===== src/rtl/wb_arb_pkg.sv =====
`default_nettype none
// ============================================================================
//  Module      : wb_arb_pkg
//  Description : Shared constants and writeback request type for the
//                register-file write port arbiter.
//  Revision    : 1.0 - initial release
// ============================================================================
package wb_arb_pkg;

    localparam int unsigned BUF_DEPTH_DEF = 2;
    localparam int unsigned REG_ADDR_W    = 5;
    localparam int unsigned XLEN          = 32;

    typedef struct packed {
        logic [REG_ADDR_W-1:0] rd;
        logic [XLEN-1:0]       data;
    } wb_req_t;

    function automatic logic [31:0] reg_onehot(input logic [REG_ADDR_W-1:0] rd);
        reg_onehot = 32'd1 << rd;
    endfunction

endpackage
`default_nettype wire


===== src/rtl/wb_fifo.sv =====
`default_nettype none
// ============================================================================
//  Module      : wb_fifo
//  Description : Synchronous FIFO of writeback requests, asynchronous
//                active-low reset. Head is a registered-state read.
//  Revision    : 1.0 - initial release
// ============================================================================
module wb_fifo
    import wb_arb_pkg::*;
#(
    parameter int unsigned DEPTH = BUF_DEPTH_DEF,
    localparam int unsigned CNT_W = $clog2(DEPTH + 1)
) (
    input  logic             i_clk,
    input  logic             i_rst_n,
    input  logic             i_push,
    input  wb_req_t          i_wdata,
    input  logic             i_pop,
    output wb_req_t          o_head,
    output logic             o_empty,
    output logic [CNT_W-1:0] o_count
);

    localparam int unsigned         PTR_W  = (DEPTH > 1) ? $clog2(DEPTH) : 1;
    localparam logic [PTR_W-1:0]    c_LAST = PTR_W'(DEPTH - 1);

    wb_req_t          r_mem [DEPTH];
    logic [PTR_W-1:0] r_wr_ptr;
    logic [PTR_W-1:0] r_rd_ptr;
    logic [CNT_W-1:0] r_count;

    // Pointers wrap explicitly so non-power-of-two depths work.
    function automatic logic [PTR_W-1:0] next_ptr(input logic [PTR_W-1:0] p);
        next_ptr = (p == c_LAST) ? '0 : p + 1'b1;
    endfunction

    always_ff @(posedge i_clk) begin
        if (i_push) begin
            r_mem[r_wr_ptr] <= i_wdata;
        end
    end

    always_ff @(posedge i_clk or negedge i_rst_n) begin
        if (!i_rst_n) begin
            r_wr_ptr <= '0;
            r_rd_ptr <= '0;
            r_count  <= '0;
        end else begin
            if (i_push) begin
                r_wr_ptr <= next_ptr(r_wr_ptr);
            end
            if (i_pop) begin
                r_rd_ptr <= next_ptr(r_rd_ptr);
            end
            case ({i_push, i_pop})
                2'b10:   r_count <= r_count + 1'b1;
                2'b01:   r_count <= r_count - 1'b1;
                default: r_count <= r_count;
            endcase
        end
    end

    assign o_head  = r_mem[r_rd_ptr];
    assign o_empty = (r_count == '0);
    assign o_count = r_count;

endmodule
`default_nettype wire


===== src/rtl/wb_port_arbiter.sv =====
`default_nettype none
// ============================================================================
//  Module      : wb_port_arbiter
//  Description : Shares the register-file write port between the pipeline
//                writeback stage and buffered multi-cycle-unit results, with
//                a pending-register scoreboard driving the decode stall.
//  Revision    : 1.0 - initial release
// ============================================================================
module wb_port_arbiter
    import wb_arb_pkg::*;
#(
    parameter int unsigned BUF_DEPTH = BUF_DEPTH_DEF,
    localparam int unsigned CNT_W = $clog2(BUF_DEPTH + 1)
) (
    input  logic                  iClk,
    input  logic                  iRstN,
    input  logic                  iPipeWeW,
    input  logic [REG_ADDR_W-1:0] iPipeRdW,
    input  logic [XLEN-1:0]       iPipeDataW,
    input  logic                  iMduValid,
    input  logic [REG_ADDR_W-1:0] iMduRd,
    input  logic [XLEN-1:0]       iMduData,
    output logic                  oMduReady,
    input  logic                  iMduIssue,
    input  logic [REG_ADDR_W-1:0] iMduIssueRd,
    input  logic [REG_ADDR_W-1:0] iRs1D,
    input  logic [REG_ADDR_W-1:0] iRs2D,
    input  logic [REG_ADDR_W-1:0] iRdD,
    output logic                  oStallD,
    output logic                  oRegWe,
    output logic [REG_ADDR_W-1:0] oRegRd,
    output logic [XLEN-1:0]       oRegData,
    output logic [CNT_W-1:0]      oBufCount
);

    logic             w_pipe_eff;
    logic             w_push;
    logic             w_pop;
    logic             w_empty;
    wb_req_t          w_wdata;
    wb_req_t          w_head;
    logic [CNT_W-1:0] w_count;
    logic [31:0]      w_set;
    logic [31:0]      w_clr;
    logic [31:0]      r_pending;

    assign w_pipe_eff = iPipeWeW && (iPipeRdW != '0);

    // Ready depends only on registered occupancy, never on a same-cycle pop.
    assign oMduReady  = (w_count < CNT_W'(BUF_DEPTH));
    assign w_push     = iMduValid && oMduReady && (iMduRd != '0);
    assign w_pop      = !w_pipe_eff && !w_empty;
    assign w_wdata    = '{rd: iMduRd, data: iMduData};

    wb_fifo #(
        .DEPTH   (BUF_DEPTH)
    ) u_fifo (
        .i_clk   (iClk),
        .i_rst_n (iRstN),
        .i_push  (w_push),
        .i_wdata (w_wdata),
        .i_pop   (w_pop),
        .o_head  (w_head),
        .o_empty (w_empty),
        .o_count (w_count)
    );

    always_comb begin
        oRegWe   = 1'b0;
        oRegRd   = '0;
        oRegData = '0;
        if (w_pipe_eff) begin
            oRegWe   = 1'b1;
            oRegRd   = iPipeRdW;
            oRegData = iPipeDataW;
        end else if (!w_empty) begin
            oRegWe   = 1'b1;
            oRegRd   = w_head.rd;
            oRegData = w_head.data;
        end
    end

    assign w_set = (iMduIssue && (iMduIssueRd != '0)) ? reg_onehot(iMduIssueRd) : '0;
    assign w_clr = w_pop ? reg_onehot(w_head.rd) : '0;

    // Set is applied after clear so a re-issue to a retiring register stays pending.
    always_ff @(posedge iClk or negedge iRstN) begin
        if (!iRstN) begin
            r_pending <= '0;
        end else begin
            r_pending <= ((r_pending & ~w_clr) | w_set) & ~32'd1;
        end
    end

    assign oStallD   = r_pending[iRs1D] | r_pending[iRs2D] | r_pending[iRdD];
    assign oBufCount = w_count;

endmodule
`default_nettype wire


===== config.mk =====
export PLATFORM = sky130hd
export DESIGN_NAME = wb_port_arbiter
export DESIGN_NICKNAME = d
export VERILOG_FILES = /design/src/rtl/wb_arb_pkg.sv /design/src/rtl/wb_fifo.sv /design/src/rtl/wb_port_arbiter.sv
export SDC_FILE = /design/constraint.sdc
export NUM_CORES = 1
export LEC_CHECK = 0
export ABC_AREA = 0
export CORE_MARGIN = 10
export CORE_UTILIZATION = 25
export DETAILED_ROUTE_END_ITERATION = 6
export PLACE_DENSITY = 0.45
export SYNTH_ARGS = -nofsm -noshare
export SYNTH_HDL_FRONTEND = slang
export SYNTH_SLANG_ARGS = --single-unit

===== constraint.sdc =====
create_clock -name iClk -period 2.8 [get_ports iClk]
set_input_delay 0.56 -clock iClk [delete_from_list [all_inputs] [get_ports iClk]]
set_output_delay 0.56 -clock iClk [all_outputs]
set_load 0.005 [all_outputs]

==> impl_results.md <==
- Outcome: completed
- IO Count: 141
- CP Class: in -> out
- Slew @ Worst Pin: 830 ps
- Slew Limit Headroom: 44.5%
- CP Data Arrival Time: 2200 ps
- RSZ-0062 raised after global routing: no
- HP Class: reg -> reg
- Internal power: 4.24 mW
- Setup TNS: 0 ps
- NetSw: between 2 and 2.5 mW
- Post-synth EDFFs: 74
- Initial DRC count: roughly 320
- Post-route cell area: 8380 um2
- Congestion Overflow GR: 0
- Syn Nets: 547
- Synth area leaders: edfxtp_1 (39%), dfrtp_1 (15%), mux2i_1 (8.6%), mux4_2 (5.5%), o31ai_1 (4.6%)
- CP Capture Type: primary output
- Yosys warning total: 0
- Antenna Nets Post-Route: 0
- Initial Util: between 20% and 30%
- Tmin final: 2760 ps
- Grt met3 use: 4.70%
- First-pass GRT wire length: 28200 um
- P_leak: 3.19 nW
- Placement Rows: 55
- Synth top area share: 39.0%
- Post-synth cell types: 56
- Global Route Usage Sum: approximately 13%
- Die Wd: between 150 and 200 um
- H-tree Lvls: 3
- Sequential share of power: 39.4%
- Synth Register Bits: 109
- Final Wtd Congestion: 0.845
- Final WS setup: 36.5 ps
- DP HPWL: around 14000 um
- Total number of vias: 4483
- GR Util met1: 15.9%
- Layout cells sized above 1: 29.6%
- Critical Path Start Type: input port
- DR pass1 iterations: 4
- Primary FF master, synth: edfxtp_1
- PnR Total Power: 6.60 mW
- Clk_lat worst skew: between 300 and 400 ps
- CP required: 2240 ps
- Hold Violations, Final: 0
- GRT met2 Usage: 19.6%
- Syn_area_per_cell: 12.7 um2
- Gr busiest metal: met2
- FMAX: roughly 360 MHz
- Ys async rst share: roughly a third
- Max Slew Vio Count: 0
- Drt drc: 0
- Cts hold-fix bufs: 0
- Switching part of the total: 35.8%
- Maximum VDD drop: about 0.37 mV
- Layout area overhead: 47.0%
- Post-synthesis sequential area ratio: 54.4%
- Routed WL: 18600 um
- Vias per cell: 4.87
- Vias in the first global route: 4845
- Die ar.: 29200 um2
- Comb power frac: 41.0%
- CTS sink cnt: 109
- Clock share of power: 19.6%
- Drt wl/cell: 20.2 um
- Antenna violations before repair: 1
- Cell taking the most area after synthesis: edfxtp_1
- Number of max-cap violations: 0
- Die Ht: 171 um
- Largest net degree at the start of global routing: 38
- Crit-path max FO: 6
- Pwr dens: between 700 and 800 nW/um2
- Clk root buf: clkbuf_16
- Syn Inst Count: 447
- CTS Buffer Depth: 2
- CTS Buf Count: 9
- Port Buf Inserts: 140
- CTS tree: built
- Final Cycle Share: 98.7%
- Worst-path clk slew: 70 ps
- Core ar.: 22500 um2
- Final #Nets: 730
- Cell Area, Synth: 5700 um2
- Dpl cell area: 7720 um2
- Final setup vio count: 0
- # fillers: 2162
- Setup Skew: 7.83 ps
- Pre-CTS WS: -699 ps
- Final hold slack: 554 ps
## layout make-up
class,count,area (um2),area share (%)
repair buffers,199,1900,22.7
diodes,1,2.50,0.0299
clock buffers,10,229,2.73
flip-flops and latches,109,3100,37.0
clock inverters,6,73.8,0.881
inverters,7,26.3,0.314
well taps,285,357,4.26
multi-input cells,304,2690,32.1
## flip-flops by register name (all words and copies together), names as in the netlist
name and count:
r_pending 31, u_fifo.o_count 2, u_fifo.r_mem 74, u_fifo.r_rd_ptr 1, u_fifo.r_wr_ptr 1
## power by group through the flow
| stage | clock (mW) | sequential [mW] | combinational (mW) |
|---|---|---|---|
| CTS | 1.34 | 2.59 | 2.68 |
| finish | 1.29 | 2.60 | 2.70 |
| global route | 1.41 | 2.66 | 2.94 |
| detailed placement | 0 | 2.63 | 2.63 |
| global placement | 0 | 2.61 | 2.60 |
| floorplan | 0 | 2.43 | 1.51 |
## what timing repair did
action,CTS,global route
endpoints found under the setup margin,39,33
resized for setup,203,27
pin swaps,8,8
buffers inserted,9,2
gates cloned,6,0
## synth_stat cells (2+ instances only)
master and instances:
inv_1 7, buf_2 7, nand3_1 10, o41ai_1 3, mux2_2 4, nor2b_1 3, nor3b_1 3, o21a_1 2
o21ai_0 49, xnor2_1 5, or2_2 2, dfrtp_1 35, nor2_1 15, mux4_1 5, mux2i_1 49, o31ai_2 5
nand3b_1 6, nand2b_1 6, clkbuf_1 10, mux4_2 14, buf_6 6, nand4_1 4, o31ai_1 35, nand2_1 57
edfxtp_1 74
## worst max-delay path: stages
cell and delay, ps:
dlygate4sd2_1 250, or4_4 430, o21a_4 240, buf_12 160
buf_16 150, o31ai_2 250, buf_2 150
## cell families after synthesis
kind of cell | share of synthesized area, %
compound gates | 13.4
xor+xnor | 0.769
fa+ha+maj | 0.220
buf+inv | 3.54
flops | 54.4
mux | 17.2
simple gates | 10.5
## cell usage in the layout (no fill, tap or decap), drive strengths merged, types with 2 or more instances in the layout
cell and count:
o211ai 2, nor2b 3, a21oi 2, nand3 10, edfxtp 74, o21ai 50, dfrtp 35, nand2 57
nand4 5, xnor2 5, clkinvlp 2, dlygate4sd2 11, mux2 4, and3 2, o41ai 3, mux2i 49
o21a 2, nor2 15, buf 92, clkdlybuf4s15 3, clkbuf 15, o31ai 40, mux4 19, clkinv 2
nand3b 6, nand2b 7, nor3b 3, inv 8, clkdlybuf4s50 88, or4 3, or2 2
## metrics by stage
step,utilization (%),cells
floorplan,-,447
global placement,34.3,888
detailed placement,34.3,888
CTS,36.9,919
global route,37.2,920
finish,37.2,921
## worst paths after layout
path	start	to	slack, ps	cells after the start
setup / recovery	iPipeRdW[0]	oRegData[1]	40	7
hold / removal	u_fifo.r_wr_ptr	u_fifo.r_wr_ptr	550	1
setup reg to reg	u_fifo.r_rd_ptr	r_pending[7]	630	5
hold reg to reg	u_fifo.r_wr_ptr	u_fifo.r_wr_ptr	550	1
max in group asynchronous	iRstN	u_fifo.r_rd_ptr	1830	2
min in group asynchronous	iRstN	u_fifo.o_count[0]	630	2
## metal layers
metal | routed length (um) | part of all wire, %
met1 | 8310 | 45
met2 | 8470 | 46
met3 | 1470 | 7.9
met4 | 352 | 1.9
met5 | 13 | 0.070
(Power assumes the default switching activity.)
